$ cat config.mk
export PLATFORM = sky130hd
export DESIGN_NAME = fetch_sequencer
export DESIGN_NICKNAME = d
export VERILOG_FILES = /design/src/rtl/fetch_sequencer.sv
export SDC_FILE = /design/constraint.sdc
export NUM_CORES = 1
export LEC_CHECK = 0
export ABC_AREA = 0
export ABC_CLOCK_PERIOD_IN_PS = 2390
export BUFFER_PORTS_ARGS = -buffer_cell sky130_fd_sc_hd__buf_2
export CORE_MARGIN = 3
export CORE_UTILIZATION = 45
export CTS_CLUSTER_DIAMETER = 60
export DETAILED_ROUTE_END_ITERATION = 8
export GPL_TIMING_DRIVEN = 0
export PLACE_DENSITY = 0.74
export SYNTH_ARGS = -nofsm -noshare
export SYNTH_HDL_FRONTEND = slang
export SYNTH_SLANG_ARGS = --single-unit
$ cat constraint.sdc
create_clock -name clk -period 2.39 [get_ports clk]
set_clock_uncertainty 0.15 [all_clocks]
set_input_delay 0.239 -clock clk [delete_from_list [all_inputs] [get_ports clk]]
set_output_delay 0.239 -clock clk [all_outputs]
set_load 0.02 [all_outputs]
$ cat src/rtl/fetch_sequencer.sv
// Instruction-fetch sequencer: drives the fetch address into a code memory with
// a 1-cycle synchronous read, tracks the single in-flight read, and buffers the
// returned words in a 2-entry queue for decode. It also handles branch redirects
// and wrong-path flushes, halts at the end of memory, and faults on a misaligned
// branch target.
module fetch_sequencer #(
  parameter int unsigned MEM_BYTES = 68,
  parameter logic [31:0] RESET_PC  = 32'h0,
  parameter int unsigned DEPTH     = 2
) (
  input  logic        clk,
  input  logic        rst_n,
  input  logic        enable_i,
  output logic [31:0] pc_o,
  input  logic [31:0] inst_i,
  input  logic        branch_i,
  input  logic [31:0] branch_target_i,
  output logic [31:0] inst_o,
  output logic [31:0] inst_pc_o,
  output logic        inst_valid_o,
  input  logic        inst_ready_i,
  output logic        halted_o,
  output logic        fault_o
);

  localparam logic [31:0] LAST_PC = 32'(MEM_BYTES - 4);

  typedef enum logic [1:0] {S_IDLE, S_RUN, S_HALT, S_FAULT} state_t;

  state_t           state_q;
  logic [31:0]      pc_q;
  logic             halted_q, fault_q;

  // in-flight read: one outstanding fetch at most, with the pc it was issued at
  logic             inflight_q;
  logic [31:0]      if_pc_q;

  // 2-entry ring buffer; 1-bit pointers since depth is fixed at 2
  logic [1:0][31:0] ent_inst_q;
  logic [1:0][31:0] ent_pc_q;
  logic             rd_ptr_q, wr_ptr_q;
  logic [1:0]       cnt_q;

  logic             pop, push, issue, flush, in_range, tgt_misal, redirect, fault_go;
  logic [2:0]       occ_sum;

  assign in_range  = (pc_q <= LAST_PC);
  assign tgt_misal = |branch_target_i[1:0];
  assign pop       = inst_valid_o & inst_ready_i;

  // A branch in RUN/HALT discards wrong-path words; a branch in IDLE only loads pc.
  assign redirect  = branch_i & ((state_q == S_RUN) | (state_q == S_HALT));
  assign fault_go  = branch_i & tgt_misal & (state_q != S_FAULT);
  assign flush     = redirect | fault_go;

  // Issue only if the word can land in the buffer, counting the head leaving now.
  // A pop implies cnt_q >= 1, so this sum never underflows.
  assign occ_sum   = 3'(cnt_q) + 3'(inflight_q) - 3'(pop);
  assign issue     = (state_q == S_RUN) & enable_i & ~branch_i &
                     (occ_sum < 3'(DEPTH)) & in_range;

  // a squashed in-flight word is simply dropped
  assign push      = inflight_q & ~flush;

  assign pc_o         = pc_q;
  assign inst_valid_o = (cnt_q != 2'd0);
  assign inst_o       = ent_inst_q[rd_ptr_q];
  assign inst_pc_o    = ent_pc_q[rd_ptr_q];
  assign halted_o     = halted_q;
  assign fault_o      = fault_q;

  // Control FSM: owns pc, state and the registered halted/fault flags.
  always_ff @(posedge clk or negedge rst_n) begin
    if (!rst_n) begin
      state_q  <= S_IDLE;
      pc_q     <= RESET_PC;
      halted_q <= 1'b0;
      fault_q  <= 1'b0;
    end else begin
      case (state_q)
        S_IDLE: begin
          if (fault_go) begin
            state_q <= S_FAULT;
            fault_q <= 1'b1;
          end else begin
            if (branch_i) pc_q <= branch_target_i;
            if (enable_i) state_q <= S_RUN;
          end
        end
        S_RUN: begin
          if (branch_i) begin
            if (tgt_misal) begin
              state_q <= S_FAULT;
              fault_q <= 1'b1;
            end else begin
              // an out-of-range target is loaded here and halts on the next cycle
              pc_q <= branch_target_i;
            end
          end else if (!enable_i) begin
            state_q <= S_IDLE;
          end else if (!in_range) begin
            state_q  <= S_HALT;
            halted_q <= 1'b1;
          end else if (issue) begin
            pc_q <= pc_q + 32'd4;
          end
        end
        S_HALT: begin
          if (branch_i) begin
            halted_q <= 1'b0;
            if (tgt_misal) begin
              state_q <= S_FAULT;
              fault_q <= 1'b1;
            end else begin
              state_q <= S_RUN;
              pc_q    <= branch_target_i;
            end
          end
        end
        default: ; // FAULT is sticky until reset
      endcase
    end
  end

  // Track the outstanding read and the pc it was issued at.
  always_ff @(posedge clk or negedge rst_n) begin
    if (!rst_n) begin
      inflight_q <= 1'b0;
      if_pc_q    <= 32'h0;
    end else begin
      inflight_q <= issue;
      if (issue) if_pc_q <= pc_q;
    end
  end

  // Instruction buffer: a flush wins over both push and pop in the same cycle.
  always_ff @(posedge clk or negedge rst_n) begin
    if (!rst_n) begin
      ent_inst_q <= '0;
      ent_pc_q   <= '0;
      rd_ptr_q   <= 1'b0;
      wr_ptr_q   <= 1'b0;
      cnt_q      <= 2'd0;
    end else if (flush) begin
      rd_ptr_q <= 1'b0;
      wr_ptr_q <= 1'b0;
      cnt_q    <= 2'd0;
    end else begin
      // on a full buffer with a pop, wr_ptr equals rd_ptr and the head is overwritten as it leaves
      if (push) begin
        ent_inst_q[wr_ptr_q] <= inst_i;
        ent_pc_q[wr_ptr_q]   <= if_pc_q;
        wr_ptr_q             <= ~wr_ptr_q;
      end
      if (pop) rd_ptr_q <= ~rd_ptr_q;
      cnt_q <= cnt_q + 2'(push) - 2'(pop);
    end
  end

  // the issue rule must guarantee that a returning word always has a slot
  a_no_overflow: assert property (@(posedge clk) disable iff (!rst_n)
    !(push && !pop && cnt_q == 2'd2));

endmodule

Yosys cells after proc, flatten, opt, wreduce, memory -nomap -nowiden
Index checks and enable logic that the tools add are counted.

Register bits: 201. Input bits: 69. Output and inout port bits: 99. Logic and storage cells: 111.

$add $sub $neg: 5. Magnitude comparators: 5. Equal/unequal tests: 18. Multiplexer cells: 40. Bitwise operators: 15. Reduce and logical (&&, ||, !) cells: 15.

Operators with widths (number): 32-bit 2-to-1 mux (13); 64-bit bitwise mux (2); 32-bit case mux with 3 select lines (1); 32-bit by 3-bit adder with 32-bit output, second input constant (1); 32-bit demux with 1-bit select (1); 32-bit by 7-bit less-or-equal comparator with 1-bit output, second input constant (1); 2-bit 2-to-1 mux (9); 2-bit != test, second input constant (8); 3-bit != test, second input constant (5); 1-bit 2-to-1 mux (11); 5-bit AND reduction (2); 2-bit nonzero test (5); 1-bit bitwise AND (9); 7-bit AND reduction (1); 2-bit case mux with 3 select lines (1); 1-bit by 2-bit less-than comparator with 1-bit output, second input constant (2); 2-bit by 1-bit != test with 1-bit output, second input constant (2); 4-bit != test, second input constant (1); 1-bit NOT (4); 1-bit case mux with 2 select lines (2); 4-bit AND reduction (1); 2-bit OR reduction (2); 2-bit by 1-bit adder with 3-bit output (1); 3-bit by 2-bit less-than comparator with 1-bit output, second input constant (1); other kinds (11) (12).

Depth between registers and ports, before layout
Gate-level depths: netlist of the first run.

Depth in word-level cells: 11. Gate-level depth with buffers: 11. Gate-level depth less buffers: 10.

Worst setup path after synthesis of the first run
OpenSTA, ideal clock, no wires.

Path kind: register to register. Start point: register cnt_q[1]. End point: register pc_q[15] (netlist: pc_o[15]). Setup time: 0.128 ns. Arrival: 2.208 ns. Data required time: 2.112 ns. Setup slack: -0.096 ns. Stages on the path, launching flop included: 11. Path buffers: 1. Clock period less this slack: 2.486 ns. Cells stage by stage: dfrtp_1 > and3b_1 > o21ai_0 > fa_1 > xnor2_1 > nand3_1 > nor4b_2 > o21ai_2 > buf_6 > o21ai_0 > o31ai_1.

Word-level cells in the longest chain between the ends: 8. Elaborated cells on any way between the ends: 9. Those cells by class: add/sub (2); order compare (1); eq/ne (1); bitwise (3); reduce/logical (2).

RTL lines: start: declaration (line 42) `logic [1:0] cnt_q;`; start signal: assignment (line 156) `cnt_q <= cnt_q + 2'(push) - 2'(pop);`; branches (longest 2 deep; another with 2-bit by 1-bit adder with 3-bit output); 3-bit by 1-bit subtractor with 3-bit output (*) (line 58) `assign occ_sum = 3'(cnt_q) + 3'(inflight_q) - 3'(pop);`; 3-bit by 2-bit less-than comparator with 1-bit output (*) (line 60) `(occ_sum < 3'(DEPTH)) & in_range;`; 1-bit bitwise AND (*) (line 59) `assign issue = (state_q == S_RUN) & enable_i & ~branch_i &`; 1-bit bitwise AND (*) (line 60); 3-bit != test (no line) (*); 7-bit AND reduction (no line) (*); end signal: assignment (line 86) `if (branch_i) pc_q <= branch_target_i;`; end signal: assignment (line 97) `pc_q <= branch_target_i;`; end signal: assignment (line 105) `pc_q <= pc_q + 32'd4;`; end: declaration (line 31) `logic [31:0] pc_q;`.

Every way passes the cells marked *. A chain may end at the register's enable or synchronous reset.

Final worst setup path of the first run
Start point: register cnt_q[0]. End point: register pc_q[28] (netlist: pc_o[28]).

Same word-level chain as after synthesis.

==> impl.org, run 1 <==
** Setup path
- Nature of the critical path startpoint :: flip-flop
- Worst EP required :: ~2.6 ns
- Reg2reg setup slack :: -0.19 ns
- Maximum single-stage delay on the critical path :: 0.56 ns
- Sort of element at the end of the critical path :: flip-flop
- Counting both buffers and inverters, the worst setup path holds a total of 1.
- Along the worst path, the maximum fanout reaches 5.
- The slowest stage of the critical path is the fa_2 cell.
- Data arrives at the worst endpoint at 2.82 ns.
- Crit-path most repeated cell :: o21ai_2
- Path type of the worst setup path :: flip-flop to flip-flop
- Ordered list of cells on the worst path :: and3b_2, o21ai_2, fa_2, nand3_2, nor4b_4, o21a_1, buf_6, o21ai_2, a22o_1
- CP delay by family, top :: simple AND/OR/NAND/NOR gates

** Placement
- Placed wire-length estimate :: approximately 16000 um
- Input and output buffers added on the ports amount to about 170.
- Routability-driven placement congestion ratio :: 0.923

** Job
- Across the run, the number of max-cap violations was 0.

** Synthesis
- Seq/Total Area, Yosys :: between 50% and 60%
- For this run, asynchronously set or reset flops after synthesis account for 100%.
- The number of nets handed over by synthesis was 862.
- Register bit count reported by yosys :: ~200
- The mapped netlist covers approximately 9600 um2.
- Counting flops with a built-in enable in the synthesized netlist gives 0.
- Average size of a mapped cell :: around 12 um2
- Synth Flop Type :: dfrtp_1
- Number of distinct library cell variants in the gate-level netlist after synthesis :: 62
- Post-Synthesis Cells :: approximately 800
- Syn. warnings :: 0

** STA
- For the pin with the worst max-slew slack, the measured transition is between 0.7 and 0.8 ns.
- Setup repair after global routing could not meet its margin everywhere.
- Setup violations remaining at the end of the flow were counted as 37.
- The total count of max-transition violations in the final report was 0.
- On the final layout, the worst hold slack is ~0.1 ns.
- Worst slew margin relative to its limit :: a little over 50%
- Achievable Freq :: a little under 0.4 GHz
- The number of hold-slack violations in the final timing report is 0.
- Time the final worst path needs with I/O delays and setup :: 2.58 ns
- Worst setup margin :: -0.187 ns
- Share of the clock period used by the worst path :: 108%

** Floorplanning
- Area of the core :: about 20000 um2
- Height of the chip :: 152 um
- I/O pin count :: approximately 170
- Cell Rows :: 52
- Initial Util :: between 40% and 50%
- The floorplan step set the die width to ~150 um.
- Total die area :: roughly 23000 um2

** Global route
- Global routing used between 20% and 30% of the available tracks across all layers.
- Entering global routing, the biggest net connects between 100 and 150 pins.
- Global-route wire length before repair :: a little over 40000 um
- Summed over all layers, the global routing overflow is 0.
- Number of global-route vias before repair :: 7767
- The initial antenna violation count came to 0.

** Power and ir drop
- Total power for the finished layout comes to 0.0125 W.
- Dividing total power by cell area gives a power density of around 970 nW/um2.
- The analysis attributes to cell leakage a power of between 6 and 7 nW.
- The worst-case IR drop observed on VDD is between 900 and 1000 uV.

** Clock tree
- Clock tree sinks :: 201
- TritonCTS built the clock tree.
- Clock latency on the worst-skew pair, taken at its later pin, is about 0.51 ns.
- Inserted Clock Buffers :: 23
- Clock slew at reported path FFs :: roughly 0.06 ns
- Counting along the longest clock path gives a buffer depth of 3.
- H-tree depth :: 1
- CTS placed an instance of clkbuf_16 at the clock tree root.

** Hold path
- The tightest min-delay check is of the input pin to flip-flop type.

** Run status
- The final reports fail on setup timing.
- Result of the run :: complete, but fails checks

** Drt
- Dividing the detail-routed wire length by the instance count gives between 15 and 20 um.
- Final routed DRC violation total :: 0
- Wires add up to around 25000 um.
- The detail route stage leaves a number of antenna-violating nets equal to 0.
- The routed layout has about 7.5k vias.
- After detailed routing, the number of vias per cell comes to approximately 5.5.
- For this run, the detailed router's first-pass iteration total came to 5.
- Initial drt markers :: approximately 450

** Finish
- Relative to the synthesized area, the layout overhead comes to 34.1%.
- The post-route netlist has roughly half of its cells at a drive strength greater than 1.
- Nets@finish :: about 1.1k
- The repair_antennas step left the layout with diodes totalling 0.
## kinds of logic (layout without fill, tap and decap cells)
kind of cell,after synthesis,count (layout),share of synthesized area (%)
adders and majority gates,9,9,1.26
and+or+nand+nor,181,181,10.2
buffers and inverters,58,350,2.76
xor gates and xnor gates,9,9,0.824
AOI/OAI and AO/OA,119,119,8.12
DFF,201,201,52.6
muxes,207,207,24.3
## sequential cells by signal (all words and copies together) (netlist names)
| register | count |
|---|---|
| halted_o | 1 |
| wr_ptr_q | 1 |
| fault_o | 1 |
| if_pc_q | 32 |
| rd_ptr_q | 1 |
| cnt_q | 2 |
| pc_o | 32 |
| ent_inst_q | 64 |
| ent_pc_q | 64 |
| state_q | 2 |
| inflight_q | 1 |
## layer usage
layer / vias to the layer above / routed length [um] / GRT usage (%)
met2: 312 / 12200 / 35.9
met5: - / 0 / 0
met3: 52 / 1590 / 3.90
li1: 3398 / - / -
met1: 3707 / 10700 / 29.0
met4: 0 / 543 / 4.88
## layout make-up
| cell class | instances | area, um2 |
|---|---|---|
| fill | 1607 | 7720 |
| clock buffer | 34 | 677 |
| clock inverter | 5 | 92.6 |
| timing repair buffer | 257 | 1720 |
| buffer | 42 | 273 |
| tap | 270 | 338 |
| inverter | 12 | 45.0 |
| multi-input combinational | 525 | 4650 |
| sequential | 201 | 5030 |
## layout by cell type (no fill, tap or decap), drive strengths merged, types with 3 or more instances in the layout
master / Yosys / final
ha: 8 / 8
dfrtp: 201 / 201
a311oi: 3 / 3
inv: 12 / 13
o21ai: 36 / 36
nor2b: 28 / 28
nand3: 15 / 15
xnor2: 7 / 7
mux2: 200 / 200
nor3: 11 / 11
mux2i: 7 / 7
and4: 4 / 4
nor4: 10 / 10
a22oi: 6 / 6
dlygate4sd3: 0 / 67
o21a: 3 / 3
and2: 3 / 3
nor2: 41 / 41
or3: 4 / 4
o2bb2ai: 11 / 11
a22o: 8 / 8
or2: 4 / 4
and3: 3 / 3
o31ai: 7 / 7
a31oi: 3 / 3
a21oi: 26 / 26
buf: 17 / 207
nand2: 37 / 37
nand4: 9 / 9
clkbuf: 29 / 59
## power breakdown
part / total [W] / switching [W] / internal (W)
registers: 0.00419 / 0.000490 / 0.00370
logic: 0.00473 / 0.00280 / 0.00193
clock network: 0.00356 / 0.00138 / 0.00218
total: 0.0125 / 0.00467 / 0.00781
## cells in the mapped netlist (3+ instances only)
master | number | area share (%)
mux2_2 | 196 | 23
nor2b_1 | 28 | 1.8
ha_1 | 8 | 1.0
nand3_1 | 14 | 0.73
nand2_1 | 37 | 1.5
mux2_1 | 4 | 0.47
a21oi_1 | 26 | 1.4
xnor2_1 | 7 | 0.64
a31oi_1 | 3 | 0.20
inv_1 | 12 | 0.47
buf_4 | 3 | 0.24
and4_1 | 3 | 0.27
o31ai_1 | 7 | 0.55
nor2_1 | 41 | 1.6
nor3_1 | 10 | 0.52
dfrtp_1 | 201 | 53
or3_1 | 4 | 0.26
nand4_1 | 8 | 0.52
o21a_1 | 3 | 0.24
o2bb2ai_1 | 11 | 1.0
mux2i_1 | 7 | 0.73
a22o_1 | 8 | 0.73
or2_2 | 4 | 0.26
a311oi_1 | 3 | 0.27
nor4_1 | 10 | 0.65
and3_1 | 3 | 0.20
buf_2 | 10 | 0.52
buf_6 | 3 | 0.35
and2_1 | 3 | 0.20
o21ai_0 | 33 | 1.7
a22oi_1 | 6 | 0.47
clkbuf_1 | 29 | 1.1
## timing repair
action,4_1_cts,5_1_grt
endpoints found under the setup margin,249,226
hold endpoints to repair,192,0
gates cloned,3,0
pin swaps,16,3
resized for setup,90,43
hold buffers,67,0
buffers inserted,18,1
## worst min-delay path, delay by kind of cell
family	cells	cell delay (ns)
AND/OR/NAND/NOR	1	0.07
buffers and inverters	1	0.17
AO/OA/AOI/OAI	2	0.25
## per-stage QoR
stage | utilization (%) | setup slack [ns] | TNS, ns | instance area (um2) | cells
2_1_floorplan | - | -0.0523 | -0.209 | 9600 | 784
3_3_place_gp | 52.4 | -2.83 | -586.75 | 10800 | 1221
3_5_place_dp | 52.6 | -0.754 | -96.87 | 10800 | 1222
4_1_cts | 61.7 | -0.202 | -4.11 | 12700 | 1347
5_1_grt | 62.4 | -0.325 | -11.18 | 12800 | 1346
6_report | 62.4 | -0.187 | -3.98 | 12800 | 1346
## final timing paths
check,endpoint,from,depth (start not counted)
max in group asynchronous,cnt_q[1],rst_n,3
min,halted_o,enable_i,4
min in group asynchronous,ent_inst_q[28],rst_n,2
max reg2reg,pc_o[28],cnt_q[0],9
max,pc_o[28],cnt_q[0],9
min reg2reg,ent_pc_q[3],ent_pc_q[3],1
No activity file was read; power rests on OpenSTA's default activity.
==> run 2: changes to the inputs <==
MAX_ROUTING_LAYER = met4   (was unset)
==> impl.org, run 2 (synthesized netlist as in run 1, its figures left out) <==
** Run status
- Result of the run: complete, but fails checks (unchanged).
- Failing checks :: setup timing (unchanged)

** Finish
- Most frequent standard cell in the layout excluding fill and tap cells :: dfrtp_1 (unchanged)
- Post-layout instance count excluding filler cells :: 1347 (was 1346)
- Highest-count cells in the layout ignoring fill and taps: dfrtp_1 (197), mux2_2 (192), buf_2 (173) (was dfrtp_1 (197), mux2_2 (193), buf_2 (174)).
- The signed area change from the synthesized netlist to the final layout came to 34.7% (was 34.1%).
- Registers with the most flip-flops: ent_inst_q x64, ent_pc_q x64 (unchanged).
- Fraction of final layout cells sized beyond drive strength 1 :: 49.3% (was 49.4%)
- Nets@finish :: 1137 (was 1140)

** Global route
- Global-route wire length before repair :: 39900 um (was 41300 um)
- Number of antenna violations at the first check in global routing :: 1 (was 0)
- The global route total overflow is 0 (unchanged).
- Global routing usage summed across all routing layers :: 21.1% (was 21.3%)
- Largest net degree at the start of global routing :: 121 (was 108)
- Number of global-route vias before repair :: 7661 (was 7767)

** STA
- RSZ-0062 raised after global routing: yes (unchanged).
- The number of hold-slack violations in the final timing report came to 0 (unchanged).
- The worst slew margin relative to its limit is 50.8% (was 51.4%).
- Share of the clock period used by the worst path :: 111% (was 108%)
- Number of max-slew violations in the final report :: 0 (unchanged)
- Achievable Freq :: 0.379 GHz (was 0.388 GHz)
- Number of setup violations in the final report :: 41 (was 37)
- Worst slew pin tran :: 0.739 ns (was 0.729 ns)
- Worst setup margin :: -0.252 ns (was -0.187 ns)
- The summed negative setup slack over all endpoints is -6.25 ns (was -3.98 ns).
- Time the final worst path needs with I/O delays and setup :: 2.64 ns (was 2.58 ns)

** Floorplanning
- The floorplan die height came to 152 um (unchanged).
- The floorplan row count is 52 (unchanged).
- The number of ports placed on the die boundary was 168 (unchanged).
- The effective utilization at floorplan is 46.5% (unchanged).
- Horiz. Die Dim :: 152 um (unchanged)
- The full die area was 23000 um2 (unchanged).
- Area of the core :: 20600 um2 (unchanged)

** Setup path
- The delay of the slowest cell on the worst path came to 0.40 ns (was 0.56 ns).
- The slowest cell on the critical path is dfrtp_2 (was fa_2).
- Ordered list of cells on the worst path: and3b_2, buf_6, fa_2, xnor2_2, nand3_4, nor4b_4, or2b_4, o211ai_1, a32o_1 (was and3b_2, o21ai_2, fa_2, nand3_2, nor4b_4, o21a_1, buf_6, o21ai_2, a22o_1).
- Nature of the critical path startpoint :: flip-flop (unchanged)
- The kind of end point of the critical path was a flip-flop (unchanged).
- Worst EP required :: 2.62 ns (was 2.63 ns)
- Path type of the worst setup path :: flip-flop to flip-flop (unchanged)
- The endpoint arrival time on the critical path came to 2.87 ns (was 2.82 ns).
- The largest fanout on the critical path is 7 (was 5).

** Clock tree
- The total clock buffers created by CTS came to 23 (unchanged).
- TritonCTS clock tree :: done (unchanged)
- The number of clock sinks seen by CTS came to 201 (unchanged).
- The clock latency on the worst-skew pair is 0.49 ns (was 0.51 ns).
- The root buffer selected by CTS was clkbuf_16 (unchanged).
- H-tree depth :: 1 (unchanged)
- Clock slew at reported path FFs :: 0.06 ns (about the same)
- Deepest clock path buffer count :: 3 (unchanged)

** Power and ir drop
- Power density of the placed cells :: 969 nW/um2 (was 972 nW/um2)
- The peak supply drop came to 846 uV (was 990 uV).
- Leakage component of the power :: 6.53 nW (was 6.52 nW)

** Drt
- Detailed-routing iteration count for the pre-antenna-repair pass :: 6 (was 5)
- Count of antenna-violating nets left after detailed routing :: 0 (unchanged)
- The DRC violation total after the first TritonRoute iteration was 519 (was 447).
- The via count is 7475 (was 7469).
- The total DRC errors in the routed layout was 0 (unchanged).
- Wirelength per Cell :: 18.0 um (was 18.6 um)
- Sum of routed wire length over all layers :: 24300 um (was 25100 um)
- The via density per instance was 5.55 (about the same).

** Placement
- The instance count after placement with tap cells included was 1222 (unchanged).
- The routability congestion estimate came to 0.942 (was 0.923).
- Placed wire-length estimate :: 15500 um (was 15800 um)
- The count of input and output buffers is 167 (unchanged).

** Job
- The max-cap check violation count is 0 (unchanged).

** Hold path
- The classification of the worst-slack hold path was input pin to flip-flop (unchanged).
[run 2: cell types whose count changed in the layout (fill, tap and decap cells not counted), moves of 3 or more]
cell	previous run	this run
clkbuf_4	6	10
clkbuf_2	12	8
o21ai_2	10	6
o2bb2ai_1	1	5
o2bb2ai_2	10	6
clkbuf_1	11	8
nand3_1	9	12
buf_4	21	13
nand3_2	5	1
buf_6	8	12
[run 2: path summary, 6_finish.rpt]
kind / from / end / slack, ns / cells after the start
hold / removal: inst_ready_i / rd_ptr_q / 0.03 / 4
max in group asynchronous: rst_n / cnt_q[1] / 0.89 / 3
setup reg to reg: cnt_q[1] / pc_o[23] / -0.25 / 9
hold reg to reg: fault_o / fault_o / 0.33 / 1
min in group asynchronous: rst_n / ent_inst_q[60] / 0.17 / 2
setup / recovery: cnt_q[1] / pc_o[23] / -0.25 / 9
[run 2: repair_timing]
action,in CTS,in global routing
setup endpoints to repair,248,199
gates cloned,3,0
endpoints found under the hold margin,177,0
setup buffers,14,4
pin swaps,19,4
gates resized for setup,87,62
hold buffers,65,0
[run 2: final cells by class]
type | count | area [um2]
Tap cell | 270 | 338
Antenna cell | 1 | 2.50
Timing Repair Buffer | 253 | 1720
Clock inverter | 11 | 124
Multi-Input combinational cell | 525 | 4650
Sequential cell | 201 | 5030
Buffer | 43 | 304
Inverter | 12 | 45.0
Fill cell | 1582 | 7670
Clock buffer | 31 | 676
[run 2: worst max-delay path, delay by kind of cell, from the launching register on]
kind / cells / cell delay, ns
fa+ha+maj: 1 / 0.37
flops: 1 / 0.40
buf+inv: 1 / 0.11
xor+xnor: 1 / 0.19
simple gates: 4 / 0.94
compound gates: 2 / 0.35
[run 2: metrics by stage]
step | area [um2] | utilization [%] | setup slack (ns) | hold WS [ns] | total power, W
2_1_floorplan | 9600 | - | -0.0523 | -0.207 | 0.00654
3_3_place_gp | 10800 | 52.4 | -2.83 | 0.323 | 0.00770
3_5_place_dp | 10800 | 52.6 | -0.707 | 0.117 | 0.00775
4_1_cts | 12700 | 61.7 | -0.259 | 0.000986 | 0.0122
5_1_grt | 12900 | 62.7 | -0.344 | 0.0566 | 0.0131
6_report | 12900 | 62.7 | -0.252 | 0.0255 | 0.0125
[run 2: report_power, final]
group | internal [W] | total [W] | switching [W]
clock | 0.00221 | 0.00360 | 0.00139
sequential | 0.00370 | 0.00420 | 0.000500
combinational | 0.00187 | 0.00468 | 0.00281
[run 2: routing by layer]
| metal | up-vias | part of all wire (%) | GRT usage, % |
|---|---|---|---|
| met3 | 47 | 6.6 | 3.13 |
| met2 | 318 | 48 | 34.9 |
| met5 | - | 0 | - |
| li1 | 3405 | - | - |
| met1 | 3705 | 43 | 27.7 |
| met4 | 0 | 2.0 | 4.92 |
==> run 3: changes to the inputs <==
ABC_CLOCK_PERIOD_IN_PS = 2230   (was 2390)
CORE_UTILIZATION = 50   (was 45)
PLACE_DENSITY = 0.8   (was 0.74)
clock period = 2.23 ns   (was 2.39 ns; I/O delays follow)
==> impl.org, run 3 (synthesized netlist as in run 1, its figures left out) <==
** Finish
- The most common cell after layout, fill and taps aside is dfrtp_1 (unchanged).
- The count of non-filler cells in the finished layout is 1315 (was 1347).
- Highest-count cells in the layout ignoring fill and taps :: dfrtp_1 (196), mux2_2 (193), buf_2 (168) (was dfrtp_1 (197), mux2_2 (192), buf_2 (173))
- The antenna cell count came to 0 (was 1).
- Layout filler cell count :: 1219 (was 1582)
- The layout net count is 1149 (was 1137).
- Registers with the most flip-flops: ent_inst_q x64, ent_pc_q x64 (unchanged).
- The signed area change from the synthesized netlist to the final layout is 36.4% (was 34.7%).
- The share of layout cells above drive strength 1 is 50.2% (was 49.3%).

** Global route
- Largest net degree at the start of global routing :: 102 (was 121)
- The global route total overflow came to 0 (unchanged).
- The initial antenna violation count is 0 (was 1).
- Global routing usage summed across all routing layers :: 23.9% (was 21.1%)
- Number of global-route vias before repair :: 7691 (was 7661)
- Global-route wire length before repair :: 39200 um (was 39900 um)

** Clock tree
- The root buffer selected by CTS is clkbuf_16 (unchanged).
- Clock tree sinks :: 201 (unchanged)
- The clock latency on the worst-skew pair is 0.50 ns (was 0.49 ns).
- The maximum clock path buffer count was 3 (unchanged).
- The H-tree depth came to 1 (unchanged).
- Clock slew at reported path FFs :: 0.07 ns (was 0.06 ns)
- The total clock buffers created by CTS is 22 (was 23).
- TritonCTS clock tree :: done (unchanged)

** Setup path
- Ordered list of cells on the worst path :: and3b_2, o21ai_2, fa_2, xnor2_2, nand3_2, nor4b_4, or2b_4, o211ai_1, a32o_1 (was and3b_2, buf_6, fa_2, xnor2_2, nand3_4, nor4b_4, or2b_4, o211ai_1, a32o_1)
- Maximum single-stage delay on the critical path :: 0.39 ns (was 0.40 ns)
- The cell family with the largest share of critical-path delay is simple AND/OR/NAND/NOR gates (unchanged).
- Largest driver fanout on the critical path :: 7 (unchanged)
- Slowest cell on the critical path :: dfrtp_1 (was dfrtp_2)
- Sort of element at the end of the critical path :: flip-flop (unchanged)
- Worst EP arrival :: 2.86 ns (was 2.87 ns)
- The number of buffer and inverter instances along the worst setup path was 0 (was 1).
- The kind of critical path is flip-flop to flip-flop (unchanged).
- Reg2reg setup slack :: -0.40 ns (was -0.25 ns)
- Nature of the critical path startpoint :: flip-flop (unchanged)
- The number of cells on the critical path came to 9 (unchanged).
- Worst EP required :: 2.46 ns (was 2.62 ns)
- Worst reg-to-reg path cell count :: 9 (unchanged)

** Placement
- Routability-driven placement congestion ratio :: 0.906 (was 0.942)
- The count of input and output buffers came to 167 (unchanged).
- Count of placed standard cells including taps :: 1181 (was 1222)
- The half-perimeter wire length of the detailed placement result is 15600 um (was 15500 um).

** Drt
- Initial drt markers :: 498 (was 519)
- Detailed-routing iteration count for the pre-antenna-repair pass :: 5 (was 6)
- The number of nets still failing antenna checks after routing came to 0 (unchanged).
- Final routed DRC violation total :: 0 (unchanged)
- The via density per instance was 5.72 (was 5.55).
- Sum of routed wire length over all layers :: 25200 um (was 24300 um)
- Detailed-route via count :: 7520 (was 7475)
- Wirelength per Cell :: 19.1 um (was 18.0 um)

** STA
- RSZ-0062 raised after global routing :: yes (unchanged)
- Achievable Freq :: 0.381 GHz (was 0.379 GHz)
- Number of setup violations in the final report :: 124 (was 41)
- Worst setup margin :: -0.396 ns (was -0.252 ns)
- The slew of the pin with the lowest slew margin is 0.783 ns (was 0.739 ns).
- The number of hold-slack violations in the final timing report is 0 (unchanged).
- The worst slew margin relative to its limit came to 47.8% (was 50.8%).
- Time the final worst path needs with I/O delays and setup :: 2.63 ns (was 2.64 ns)
- Share of the clock period used by the worst path :: 118% (was 111%)
- The total count of max-transition violations in the final report came to 0 (unchanged).

** Floorplanning
- The floorplan row count is 49 (was 52).
- Initial Util :: 52.0% (was 46.5%)
- The floorplan die height came to 144 um (was 152 um).
- The area of the core is 18400 um2 (was 20600 um2).
- Total die area :: 20800 um2 (was 23000 um2)
- The number of ports placed on the die boundary is 168 (unchanged).
- The die extent in x is 144 um (was 152 um).

** Run status
- Result of the run: complete, but fails checks (unchanged).
- Failing checks: setup timing (unchanged).

** Power and ir drop
- Leakage component of the power :: 6.61 nW (was 6.53 nW)
- Total design power :: 0.0133 W (was 0.0125 W)
- Power density of the placed cells :: 1020 nW/um2 (was 969 nW/um2)
- The peak supply drop was 1120 uV (was 846 uV).

** Job
- Max-cap violations :: 0 (unchanged)

** Hold path
- Hold path depth :: 4 (unchanged)
- The classification of the worst-slack hold path was input pin to flip-flop (unchanged).
==> run 3: cell count changes in the layout (fill, tap and decap cells not counted), sizes merged <==
cell,previous run,this run
inv,14,13
buf,205,216
diode,1,0
clkbuf,57,61
dlygate4sd3,65,66
clkinv,4,2
clkinvlp,3,0
==> run 3: area by class of cell <==
class | count | area (um2) | share of cell area, %
buffer | 44 | 349 | 2.67
clock buffer | 34 | 676 | 5.18
clock inverter | 5 | 90.1 | 0.690
inverter | 12 | 45.0 | 0.345
multi-input combinational | 525 | 4660 | 35.7
sequential | 201 | 5040 | 38.6
tap | 229 | 287 | 2.19
timing repair buffer | 265 | 1920 | 14.7
==> run 3: report_power, final <==
part | switching, W | leakage [nW] | internal [W] | total, W
registers | 0.000529 | 2.74 | 0.00397 | 0.00450
logic | 0.00296 | 3.48 | 0.00209 | 0.00505
clock network | 0.00144 | 0.377 | 0.00232 | 0.00376
total | 0.00493 | 6.61 | 0.00838 | 0.0133
==> run 3: path summary, 6_finish.rpt <==
path / start / end
worst max-delay path: cnt_q[0] / pc_o[23]
worst min-delay path: inst_ready_i / rd_ptr_q
worst max register to register: cnt_q[0] / pc_o[23]
worst min register to register: fault_o / fault_o
max in group asynchronous: rst_n / ent_pc_q[54]
min in group asynchronous: rst_n / ent_inst_q[26]
==> run 3: metal layers <==
layer	vias to the layer above	GRT usage (%)	part of all wire, %
met5	-	-	0
met3	50	4.96	7.7
met2	340	38.9	48
met1	3706	30.6	42
li1	3424	-	-
met4	0	6.28	2.1
==> run 3: repair_timing <==
action | CTS | global route
buffers inserted | 16 | 12
hold buffers | 66 | 0
pin swaps | 5 | 10
gates resized for setup | 77 | 56
setup endpoints to repair | 263 | 196
cloned | 2 | 2
hold endpoints to repair | 197 | 0
==> run 3: worst register-to-register path, cell delays in order (launching register included) <==
cell and delay (ns):
dfrtp_1 0.39, and3b_2 0.27, o21ai_2 0.07, fa_2 0.35, xnor2_2 0.17, nand3_2 0.13
nor4b_4 0.34, or2b_4 0.27, o211ai_1 0.12, a32o_1 0.24
==> run 3: through the flow <==
stage               setup WS, ns  hold slack (ns)  util [%]  TNS (ns)  cell area, um2
floorplan                 -0.212           -0.223         -     -3.96            9650
global route              -0.499           0.0702      71.0    -42.68           13100
detailed placement        -0.655            0.171      58.8    -76.78           10800
finish                    -0.396           0.0370      71.0    -23.79           13100
global placement           -2.92            0.320      58.6   -584.81           10800
CTS                       -0.370           0.0207      69.0    -29.56           12700
